### src/rtl/nvdla_package.sv
// Shared types and constants for the NVDLA TCDM request arbiter.
// The requester ID constants double as rr_ptr values and as ID FIFO payloads.
package nvdla_package;

  localparam logic ID_CSB = 1'b0;
  localparam logic ID_DBB = 1'b1;

  // Fixed export width so the flags struct does not depend on N_OUTST.
  localparam int FLAGS_CNT_W = 8;

  typedef struct packed {
    logic                   busy;
    logic [FLAGS_CNT_W-1:0] outst_cnt;
    logic                   rr_ptr;
    logic                   err;
  } flags_tcdm_arb_t;

endpackage

### src/rtl/nvdla_id_fifo.sv
// Small FIFO of 1-bit requester IDs for outstanding TCDM transactions.
// Pushes while full and pops while empty are ignored, so the count never wraps.
module nvdla_id_fifo #(
  parameter int DEPTH = 4
) (
  input  logic                     clk_i,
  input  logic                     rst_i,
  input  logic                     clear_i,
  input  logic                     push_i,
  input  logic                     pop_i,
  input  logic                     data_i,
  output logic                     data_o,
  output logic                     full_o,
  output logic                     empty_o,
  output logic [$clog2(DEPTH):0]   count_o
);

  localparam int PTR_W = $clog2(DEPTH);
  localparam int CNT_W = PTR_W + 1;
  localparam logic [PTR_W-1:0] PTR_ONE = PTR_W'(1);
  localparam logic [CNT_W-1:0] CNT_ONE = CNT_W'(1);
  localparam logic [CNT_W-1:0] CNT_MAX = CNT_W'(DEPTH);

  logic [DEPTH-1:0] r_mem;
  logic [PTR_W-1:0] r_wr_ptr;
  logic [PTR_W-1:0] r_rd_ptr;
  logic [CNT_W-1:0] r_count;
  logic             w_push;
  logic             w_pop;

  assign full_o  = (r_count == CNT_MAX);
  assign empty_o = (r_count == {CNT_W{1'b0}});
  assign count_o = r_count;
  assign data_o  = r_mem[r_rd_ptr];
  assign w_push  = push_i & ~full_o;
  assign w_pop   = pop_i & ~empty_o;

  // Storage, pointers and occupancy; clear_i flushes like a reset.
  always_ff @(posedge clk_i) begin
    if (rst_i || clear_i) begin
      r_mem    <= {DEPTH{1'b0}};
      r_wr_ptr <= {PTR_W{1'b0}};
      r_rd_ptr <= {PTR_W{1'b0}};
      r_count  <= {CNT_W{1'b0}};
    end else begin
      if (w_push) begin
        r_mem[r_wr_ptr] <= data_i;
        r_wr_ptr        <= r_wr_ptr + PTR_ONE;
      end
      if (w_pop) begin
        r_rd_ptr <= r_rd_ptr + PTR_ONE;
      end
      case ({w_push, w_pop})
        2'b10:   r_count <= r_count + CNT_ONE;
        2'b01:   r_count <= r_count - CNT_ONE;
        default: r_count <= r_count;
      endcase
    end
  end

endmodule

### src/rtl/nvdla_tcdm_arbiter.sv
// Two-requester (CSB, DBB) round-robin arbiter onto one TCDM port, with an ID
// FIFO that routes zero-latency responses back to the requester that issued them.
module nvdla_tcdm_arbiter
  import nvdla_package::*;
#(
  parameter int ADDR_WIDTH = 32,
  parameter int DATA_WIDTH = 32,
  parameter int N_OUTST    = 4
) (
  input  logic                    clk_i,
  input  logic                    rst_i,
  input  logic                    clear_i,
  input  logic                    csb_req_i,
  input  logic                    dbb_req_i,
  output logic                    csb_gnt_o,
  output logic                    dbb_gnt_o,
  input  logic [ADDR_WIDTH-1:0]   csb_add_i,
  input  logic [ADDR_WIDTH-1:0]   dbb_add_i,
  input  logic                    csb_wen_i,
  input  logic                    dbb_wen_i,
  input  logic [DATA_WIDTH/8-1:0] csb_be_i,
  input  logic [DATA_WIDTH/8-1:0] dbb_be_i,
  input  logic [DATA_WIDTH-1:0]   csb_data_i,
  input  logic [DATA_WIDTH-1:0]   dbb_data_i,
  output logic                    csb_r_valid_o,
  output logic                    dbb_r_valid_o,
  output logic [DATA_WIDTH-1:0]   csb_r_data_o,
  output logic [DATA_WIDTH-1:0]   dbb_r_data_o,
  output logic                    tcdm_req_o,
  input  logic                    tcdm_gnt_i,
  output logic [ADDR_WIDTH-1:0]   tcdm_add_o,
  output logic                    tcdm_wen_o,
  output logic [DATA_WIDTH/8-1:0] tcdm_be_o,
  output logic [DATA_WIDTH-1:0]   tcdm_data_o,
  input  logic                    tcdm_r_valid_i,
  input  logic [DATA_WIDTH-1:0]   tcdm_r_data_i,
  output flags_tcdm_arb_t         flags_o
);

  localparam int CNT_W = $clog2(N_OUTST) + 1;

  logic             r_rr_ptr;
  logic             r_err;
  logic             w_sel;
  logic             w_hs;
  logic             w_pop;
  logic             w_stray;
  logic             w_head;
  logic             w_full;
  logic             w_empty;
  logic [CNT_W-1:0] w_count;

  // Winner selection: a lone requester wins, a tie goes to rr_ptr.
  always_comb begin
    w_sel = ID_CSB;
    if (csb_req_i && dbb_req_i) begin
      w_sel = r_rr_ptr;
    end else if (dbb_req_i) begin
      w_sel = ID_DBB;
    end else begin
      w_sel = ID_CSB;
    end
  end

  assign tcdm_req_o  = (csb_req_i | dbb_req_i) & ~w_full & ~clear_i & ~rst_i;
  assign w_hs        = tcdm_req_o & tcdm_gnt_i;
  assign csb_gnt_o   = w_hs & (w_sel == ID_CSB);
  assign dbb_gnt_o   = w_hs & (w_sel == ID_DBB);
  assign tcdm_add_o  = (w_sel == ID_DBB) ? dbb_add_i  : csb_add_i;
  assign tcdm_wen_o  = (w_sel == ID_DBB) ? dbb_wen_i  : csb_wen_i;
  assign tcdm_be_o   = (w_sel == ID_DBB) ? dbb_be_i   : csb_be_i;
  assign tcdm_data_o = (w_sel == ID_DBB) ? dbb_data_i : csb_data_i;

  // Responses during reset or flush are dropped silently; otherwise an empty FIFO is an error.
  assign w_pop         = tcdm_r_valid_i & ~w_empty & ~clear_i & ~rst_i;
  assign w_stray       = tcdm_r_valid_i &  w_empty & ~clear_i & ~rst_i;
  assign csb_r_valid_o = w_pop & (w_head == ID_CSB);
  assign dbb_r_valid_o = w_pop & (w_head == ID_DBB);
  assign csb_r_data_o  = tcdm_r_data_i;
  assign dbb_r_data_o  = tcdm_r_data_i;

  nvdla_id_fifo #(
    .DEPTH (N_OUTST)
  ) u_id_fifo (
    .clk_i   (clk_i),
    .rst_i   (rst_i),
    .clear_i (clear_i),
    .push_i  (w_hs),
    .pop_i   (w_pop),
    .data_i  (w_sel),
    .data_o  (w_head),
    .full_o  (w_full),
    .empty_o (w_empty),
    .count_o (w_count)
  );

  // Round-robin pointer moves to the loser of every accepted handshake.
  always_ff @(posedge clk_i) begin
    if (rst_i || clear_i) begin
      r_rr_ptr <= ID_CSB;
    end else if (w_hs) begin
      r_rr_ptr <= ~w_sel;
    end else begin
      r_rr_ptr <= r_rr_ptr;
    end
  end

  // Sticky error for responses that have no outstanding transaction.
  always_ff @(posedge clk_i) begin
    if (rst_i || clear_i) begin
      r_err <= 1'b0;
    end else if (w_stray) begin
      r_err <= 1'b1;
    end else begin
      r_err <= r_err;
    end
  end

  assign flags_o.busy      = (w_count != {CNT_W{1'b0}}) | csb_req_i | dbb_req_i;
  assign flags_o.outst_cnt = FLAGS_CNT_W'(w_count);
  assign flags_o.rr_ptr    = r_rr_ptr;
  assign flags_o.err       = r_err;

endmodule

### config.mk
export PLATFORM = sky130hd
export DESIGN_NAME = nvdla_tcdm_arbiter
export DESIGN_NICKNAME = d
export VERILOG_FILES = /design/src/rtl/nvdla_package.sv /design/src/rtl/nvdla_id_fifo.sv /design/src/rtl/nvdla_tcdm_arbiter.sv
export SDC_FILE = /design/constraint.sdc
export NUM_CORES = 1
export LEC_CHECK = 0
export ABC_AREA = 1
export ABC_CLOCK_PERIOD_IN_PS = 4100
export CAP_MARGIN = 20
export CORE_AREA = 2 2 127 129
export CTS_BUF_LIST = sky130_fd_sc_hd__clkbuf_4
export CTS_CLUSTER_DIAMETER = 60
export DETAILED_ROUTE_END_ITERATION = 12
export DIE_AREA = 0 0 129 131
export GPL_ROUTABILITY_DRIVEN = 0
export GPL_TIMING_DRIVEN = 0
export SLEW_MARGIN = 10
export SYNTH_ARGS = -nofsm -noshare
export SYNTH_HDL_FRONTEND = slang
export SYNTH_SLANG_ARGS = --single-unit
### constraint.sdc
create_clock -name clk_i -period 4.1 [get_ports clk_i]
set_input_delay 0.82 -clock clk_i [delete_from_list [all_inputs] [get_ports clk_i]]
set_output_delay 0.82 -clock clk_i [all_outputs]
set_load 0.01 [all_outputs]
Word-level counts from Yosys, hierarchy flattened
Index checks and enable logic that the tools add are counted.

word-level totals
  register bits = 13
  input port bits = 177
  output and inout bits = 149
  word-level logic and storage cells = 59

cells by class
  add/sub/neg operators = 4
  order comparisons = 3
  eq/ne operators = 3
  muxes and demuxes = 12
  bitwise logic cells = 25
  reduce and logical (&&, ||, !) cells = 6

operators with widths
  kind                 count
  $mux 32              2
  $and 1x1->1          16
  $lt 2x3->1 const B   2
  $not 1->1            6
  $pmux 3 s2           1
  $mux 1               5
  $add 2x1->2 const B  2
  $bwmux 4             1
  $mux 4               1
  $add 3x1->3 const B  1
  $eq 3x3->1 const B   1
  $logic_not 3->1      1
  $or 1x1->1           3
  $reduce_bool 3->1    1
  $sub 3x1->3 const B  1
  $bmux 1 s2           1
  $demux 1 s2          1
  $eq 2x1->1 const B   1
  $eq 2x2->1 const B   1
  $ge 2x1->1 const B   1
  $logic_and 1x1->1    2
  $reduce_bool 2->1    1
  $logic_or 1x1->1     1

Logic depth before layout (Yosys ltp)
Gate-level depths: netlist (run 1).

  depth in word-level cells = 9
  depth in mapped cells = 13
  depth with buffers taken out = 13

Cells and area by module
Synthesis (run 1) repeated with hierarchy kept, for this count alone.

second synthesis, totals
  cell total of the unflattened synthesis = 424
  area, all modules = 2245.9 um^2

modules (own cells, without submodules)
  module              times used  cells each  area an instance (um^2)  sequential area each (um^2)
  nvdla_tcdm_arbiter  1           325         1557.7                   40.0
  nvdla_id_fifo       1           99          688.2                    220.2

Worst setup path after synthesis (run 1)
Ideal clock, no wire load.

  kind = input-to-output
  start point = input clear_i
  end point = output dbb_gnt_o
  arrival time = 1.522 ns
  required time = 3.280 ns
  setup slack = 1.758 ns
  stages on the path = 5
  buffers on the path = 0
  path through = nor2_2 > nand2_2 > nor2_8 > nand2_2 > nor2_1

between the ends
  longest elaborated chain between the ends = 5

ends and longest elaborated chain
  element                   RTL line                  source
  start: declaration        nvdla_tcdm_arbiter.sv:12  input logic clear_i,
  $not 1->1                 nvdla_tcdm_arbiter.sv:65  assign tcdm_req_o = (csb_req_i | dbb_req_i) & ~w_full & ~clear_i & ~rst_i;
  $and 1x1->1 (2 in a row)  nvdla_tcdm_arbiter.sv:65
  net tcdm_req_o            nvdla_tcdm_arbiter.sv:29  output logic tcdm_req_o,
  $and 1x1->1               nvdla_tcdm_arbiter.sv:66  assign w_hs = tcdm_req_o & tcdm_gnt_i;
  $and 1x1->1               nvdla_tcdm_arbiter.sv:68  assign dbb_gnt_o = w_hs & (w_sel == ID_DBB);
  end: declaration          nvdla_tcdm_arbiter.sv:16  output logic dbb_gnt_o,

The timed path passes the listed nets, and every way through them passes these cells.

Worst setup path in the final report (run 1)
  start point = input dbb_req_i
  end point = output tcdm_data_o[10]

between the ends
  longest elaborated chain between the ends = 3
  elaborated cells between the ends (all ways) = 4
  those cells by class = mux: 3; reduce/logical: 1

ends and longest elaborated chain
  element                                      RTL line                                            source
  start: declaration                           nvdla_tcdm_arbiter.sv:14                            input logic dbb_req_i,
  $mux 1 or $logic_and 1x1->1 (tied branches)  nvdla_tcdm_arbiter.sv:58, nvdla_tcdm_arbiter.sv:56
  $mux 1 *                                     nvdla_tcdm_arbiter.sv:56                            if (csb_req_i && dbb_req_i) begin
  $mux 32 *                                    nvdla_tcdm_arbiter.sv:72                            assign tcdm_data_o = (w_sel == ID_DBB) ? dbb_data_i : csb_data_i;
  end: declaration                             nvdla_tcdm_arbiter.sv:34                            output logic [DATA_WIDTH-1:0] tcdm_data_o,

Every way passes the cells marked *; elsewhere a longest branch is shown, timed or not.

==> results of run 1 <==
==> power breakdown <==
group	internal [W]	switching [W]	leakage (nW)
Clock	0.0000445	0.0000443	0.0184
Sequential	0.000127	0.000000914	0.105
Combinational	0.000348	0.000190	2.37
Total	0.000520	0.000235	2.50
==> layer usage <==
metal | up-vias | global-route usage
li1 | 1754 | -
met1 | 1354 | 0.128
met2 | 197 | 0.216
met3 | 7 | 0.0240
met4 | 0 | 0.0205
met5 | - | 0
==> worst min path at each step <==
stage | from | to | cells past startpoint
after floorplan | r_err | r_err | 2
after global placement | r_err | r_err | 2
after detailed placement | r_err | r_err | 2
after CTS | r_err | r_err | 2
after global routing | u_id_fifo.count_o[0] | u_id_fifo.count_o[0] | 1
final | r_err | r_err | 2
==> cells by family (layout without fill, tap and decap cells) <==
family | after synthesis | after routing | synth area share
other cells | 1 | 5 | 0.00171
flops | 13 | 13 | 0.118
simple gates | 259 | 259 | 0.470
compound gates | 20 | 20 | 0.0473
buf+inv | 110 | 402 | 0.325
fa+ha+maj | 6 | 6 | 0.0376
==> cell usage after synthesis <==
cell type | n | area, µm²
nand2_1 | 227 | 852
buf_4 | 77 | 578
inv_1 | 21 | 78.8
dfxtp_1 | 13 | 260
nor2_1 | 13 | 48.8
a21oi_1 | 12 | 60.1
nand4_1 | 8 | 50.1
o21ai_0 | 7 | 35.0
clkbuf_1 | 5 | 18.8
ha_1 | 5 | 62.6
nand3_1 | 5 | 25.0
buf_2 | 4 | 20.0
nand2_2 | 2 | 12.5
nor2_2 | 2 | 12.5
buf_1 | 1 | 3.75
buf_6 | 1 | 11.3
conb_1 | 1 | 3.75
fa_1 | 1 | 20.0
inv_2 | 1 | 3.75
nor2_4 | 1 | 11.3
nor2_8 | 1 | 20.0
o21ai_2 | 1 | 8.76
==> cell type report <==
type	count	area [µm²]
Multi-Input combinational cell	290	1240
Inverter	22	82.6
Timing Repair Buffer	288	2880
Clock buffer	4	30.0
Sequential cell	13	260
Buffer	88	632
Tap cell	216	270
Fill cell	1677	10200
==> worst register-to-register path, stage by stage, from the launching register on <==
cell and delay, ns:
dfxtp_1 0.34, inv_1 0.13, nand2_1 0.11, nor2_4 0.14
nor2_8 0.06, nand2_2 0.15, ha_1 0.17, inv_1 0.06
fa_1 0.37, a21oi_1 0.14, o21ai_0 0.11, nand2_1 0.07
nand2_1 0.04, nor2_1 0.09
==> through the flow <==
| stage | setup WS [ns] | area [µm²] | hold WS (ns) | std cells | total power, W |
|---|---|---|---|---|---|
| after global placement | 0.242 | 5370 | 0.454 | 917 | 0.000674 |
| after CTS | 0.241 | 5400 | 0.480 | 921 | 0.000769 |
| after global routing | 0.147 | 5400 | 0.511 | 921 | 0.000807 |
| final | 0.359 | 5400 | 0.473 | 921 | 0.000755 |
| after floorplan | 1.76 | 2210 | 0.438 | 413 | 0.000326 |
| after detailed placement | 0.251 | 5370 | 0.459 | 917 | 0.000675 |
==> state kept, by name (all words and copies together) (netlist names) <==
signal / flops
r_err: 1
r_rr_ptr: 1
u_id_fifo.count_o: 3
u_id_fifo.r_mem: 4
u_id_fifo.r_rd_ptr: 2
u_id_fifo.r_wr_ptr: 2
==> results.ini, run 1 <==
[global_route]
track_usage=0.112
grt_pass1_wl_mm=15.1
grt_max_degree=11
grt_pass1_vias=3052
antenna_found_initial=0
overflow=0

[clock_tree]
cts_tree=yes
hold_buffers=0
cts_resized=0
root_buffer=clkbuf_4
clock_latency_ns=0.28
post_cts_buffers=0
cts_buffers=3
clk_pin_slew_ns=0.08
cts.sinks=13
cts_buffer_depth=2
cts.htree.levels=1

[timing]
hold_violations=0
min_period_over_period=0.912
max_freq_ghz=0.267
slew_headroom=0.526
setup-violations-final=0
slew_viol_final=0
tightest_slew_ns=0.711
skew_ns=0.00287
period_needed_ns=3.74
rsz0062_at_grt=false
finalSetupTns_ns=0

[drt]
drtAntennaViolNets=0
drcViolationCount=0
totalWireLength_mm=10.9
avgRoutedWirePerCell_um=11.8
dr.pass1.iters=6
top_layer_used=met4
wl_met3_mm=1.07
vias_per_cell=3.60
routed-wl-met2_mm=5.61
wl_met1_mm=4.11
drt-initial-drc-count=75
vias=3312

[worst_setup_path]
slowest_delay_ns=0.57
crit_slowest_cell=clkbuf_1
r2r_start=u_id_fifo.count_o[0]
startpoint_type=primary input
cp.arrival_ns=2.92
path_class=in -> out
cp_num_buf_inv=4
reg2reg_depth=13
crit_end=tcdm_data_o[10]
cp_top_family=buffers and inverters
crit_start=dbb_req_i
reg2reg_to=u_id_fifo.count_o[2]
worstSetupPathDepth=7
crit_path_cell_trace=clkdlybuf4s50_1 > o21ai_2 > inv_2 > clkbuf_1 > nand2_1 > nand2_1 > clkdlybuf4s50_1
cp_max_fo=10
r2r_slack_ns=2.05
crit_required_ns=3.28
cp-end-kind=output pin

[synthesis]
netlist_area_um2=2200
avgSynthCellArea_um2=5.37
yosysWarnings=0
syn_inst=409
yosysSeqAreaShare=0.118
synth-seq-cells=13
synth_cell_type_count=22

[floorplan]
core_um2=15600
num_rows=46
io_pins=326
die_y_um=131
die_w_um=129
die_area_um2=16900
start_util=0.141

[worst_hold_path]
hold_path.class=reg -> reg

[cells_and_area]
drive_gt1_frac=0.133
antenna_cells=0
final_core_util=0.346
syn2layout_area_growth_pct=146
final_common_cell=clkdlybuf4s50_1
most-common-layout-cells=clkdlybuf4s50_1, nand2_1, buf_4
nets=889

[run_status]
status=finished clean

[placement]
hpwl_mm=9.55
io_buffers=288

[job]
drv_cap=0

[pwr]
ir_worst_vdd_uv=61.9
leakage_nw=2.50
power_density_nw_per_um2=140

No activity file was read; power rests on OpenSTA's default activity.
==> run 2: changes to the inputs <==
--- a/config.mk
+++ b/config.mk
@@ -5,16 +5,16 @@
 export SDC_FILE = /design/constraint.sdc
 export NUM_CORES = 1
 export LEC_CHECK = 0
-export ABC_AREA = 1
 export ABC_CLOCK_PERIOD_IN_PS = 4100
 export CAP_MARGIN = 20
-export CORE_AREA = 2 2 127 129
+export CORE_AREA = 2 2 126 128
 export CTS_BUF_LIST = sky130_fd_sc_hd__clkbuf_4
 export CTS_CLUSTER_DIAMETER = 60
 export DETAILED_ROUTE_END_ITERATION = 12
-export DIE_AREA = 0 0 129 131
+export DIE_AREA = 0 0 128 130
 export GPL_ROUTABILITY_DRIVEN = 0
 export GPL_TIMING_DRIVEN = 0
+export PLACE_DENSITY = 0.52
 export SLEW_MARGIN = 10
 export SYNTH_ARGS = -nofsm -noshare
 export SYNTH_HDL_FRONTEND = slang
==> run 2 against run 1 <==
Cell count decreased by 22%. Cell area decreased by 1.3%. Count of clock-buffer cells in the layout is the same. Combinational power increased by 2%. Flip-flop and latch count did not move. Routed wire length grew 15%. Worst hold slack worse by 0.013 ns. Register-to-register slack worse by 0.23 ns. Critical endpoint is now tcdm_data_o[30]. First-iteration DRC count shrank 65%.
==> results.ini, run 2 <==
[run_status]
status=finished clean

[drt]
totalWireLength_mm=12.5
avgRoutedWirePerCell_um=17.4
vias_per_cell=3.67
drcViolationCount=0
drtAntennaViolNets=0
dr.pass1.iters=4
vias=2638
drt-initial-drc-count=26

[cells_and_area]
largest_reg_flops=4
nets=710
syn2layout_area_growth_pct=147
top_register=u_id_fifo.r_mem
fill_cells=1560
antenna_cells=0
multi_input_area_um2=1250
drive_gt1_frac=0.300
final_common_cell=clkdlybuf4s50_1
most-common-layout-cells=clkdlybuf4s50_1, buf_4, mux2_2
regArea_um2=260

[pwr]
ir_worst_vdd_uv=102
leakage_nw=2.11
power_density_nw_per_um2=145

[synthesis]
avgSynthCellArea_um2=9.37
async_flop_share=0
synth_edf_count=0
ys.flop_type=dfxtp_1
synth_cell_type_count=33
synth_top_area_frac=0.355
synth-seq-cells=13
syn_inst=230
netlist_area_um2=2150
synth_most_common_cell=buf_4
yosysSeqAreaShare=0.121
synthTopCellsByArea=mux2_2, buf_4, dfxtp_1
yosysWarnings=0
ys_top_cells_by_count=buf_4, mux2_2, dfxtp_1
synth_top_cell_by_area=mux2_2

[global_route]
antenna_found_initial=0
grt_pass1_vias=2615
grt_busiest_layer=met2
overflow=0
track_usage=0.132
grt_max_degree=11
grt_pass1_wl_mm=16.2
grtUsageMet3=0.0685
grtUsageMet1=0.161
grt_use_met2=0.210

[worst_setup_path]
crit_required_ns=3.28
cp-end-kind=output pin
cp_max_fo=10
cpMostUsedCell=clkdlybuf4s50_1
crit_slowest_cell=clkdlybuf4s50_1
slowest_delay_ns=0.56
cp.arrival_ns=2.85
startpoint_type=primary input
path_class=in -> out
r2r_start=u_id_fifo.count_o[0]
crit_path_cell_trace=clkdlybuf4s50_1 > nand2b_1 > nand2_4 > buf_6 > mux2_2 > clkdlybuf4s50_1
cp_top_family=buffers and inverters
cp_num_buf_inv=3
crit_start=csb_req_i

[timing]
setup-violations-final=0
finalSetupTns_ns=0
max_freq_ghz=0.273
layout_setup_ws_ns=0.433
period_needed_ns=3.67
timing.hold.ws_ns=0.461
rsz0062_at_grt=false
slew_viol_final=0
hold_violations=0
skew_ns=0.0100
tightest_slew_ns=0.544
slew_headroom=0.636
min_period_over_period=0.894

[worst_hold_path]
hold_start=u_id_fifo.r_mem[2]
hold_path.class=reg -> reg

[clock_tree]
post_cts_buffers=0
cts.htree.levels=1
cts_buffers=3
hold_buffers=0
cts_resized=0
clk_pin_slew_ns=0.08
root_buffer=clkbuf_4
cts_buffer_depth=2
cts_tree=yes
cts.sinks=13
clock_latency_ns=0.29

[placement]
io_buffers=288
detailedPlace.worstSlack_ns=0.392
hpwl_mm=11.1

[job]
drv_cap=0

[floorplan]
core_um2=15400
io_pins=326
die_y_um=130
num_rows=46
start_util=0.140
die_area_um2=16600
die_w_um=128

-- run 2: changes by cell type in the layout (fill, tap and decap cells not counted), sizes merged, moves of 5 or more --
cell | before | now
a21oi | 12 | 6
inv | 22 | 6
mux2 | 0 | 69
mux2i | 0 | 5
nand2 | 229 | 7
nand4 | 8 | 0
nor2 | 17 | 9
nor3b | 0 | 5
-- run 2: cell type report --
class,instances,share of cell area
Inverter,6,0.00423
Multi-Input combinational cell,135,0.235
Sequential cell,13,0.0489
Clock buffer,4,0.00564
Buffer,80,0.120
Tap cell,192,0.0451
Timing Repair Buffer,288,0.542
-- run 2: final timing paths --
path	depth (start not counted)	slack, ns	end
worst max-delay path	6	0.43	tcdm_data_o[30]
worst min-delay path	2	0.46	u_id_fifo.r_mem[2]
worst max register to register	9	1.82	u_id_fifo.count_o[2]
worst min register to register	2	0.46	u_id_fifo.r_mem[2]
-- run 2: stage by stage --
stage | area [µm²] | util | instances | total power (W)
final | 5320 | 0.345 | 718 | 0.000772
after global routing | 5320 | 0.345 | 718 | 0.000812
after CTS | 5320 | 0.345 | 718 | 0.000782
after detailed placement | 5290 | 0.343 | 714 | 0.000687
after global placement | 5290 | 0.343 | 714 | 0.000687
after floorplan | 2170 | - | 234 | 0.000337
-- run 2: worst reg2reg max path, cell delays in order, from the launching register on --
cell      delay [ns]
dfxtp_1         0.44
nor3_1          0.11
nand3b_1        0.30
inv_1           0.13
ha_1            0.19
inv_1           0.06
fa_1            0.38
xor2_1          0.16
or3_1           0.30
a21oi_1         0.14
-- run 2: cell families (layout without fill, tap and decap cells) --
kind of cell,after synthesis,count (layout),share of synthesized area
AND/OR/NAND/NOR,34,34,0.0912
AO/OA/AOI/OAI,12,12,0.0354
other,1,5,0.00174
adder cells (fa/ha/maj),6,6,0.0383
XOR/XNOR,3,3,0.0122
flip-flops,13,13,0.121
multiplexers,75,75,0.394
buffers and inverters,86,378,0.306
-- run 2: layer usage --
metal / share of wire / vias to the layer above
li1: - / 1307
met1: 0.39 / 1176
met2: 0.47 / 149
met3: 0.13 / 6
met4: 0.0075 / 0
met5: 0 / -
-- run 2: power by group --
group / switching, W / internal (W)
Sequential: 0.00000177 / 0.000128
Clock: 0.0000466 / 0.0000445
Combinational: 0.000175 / 0.000376
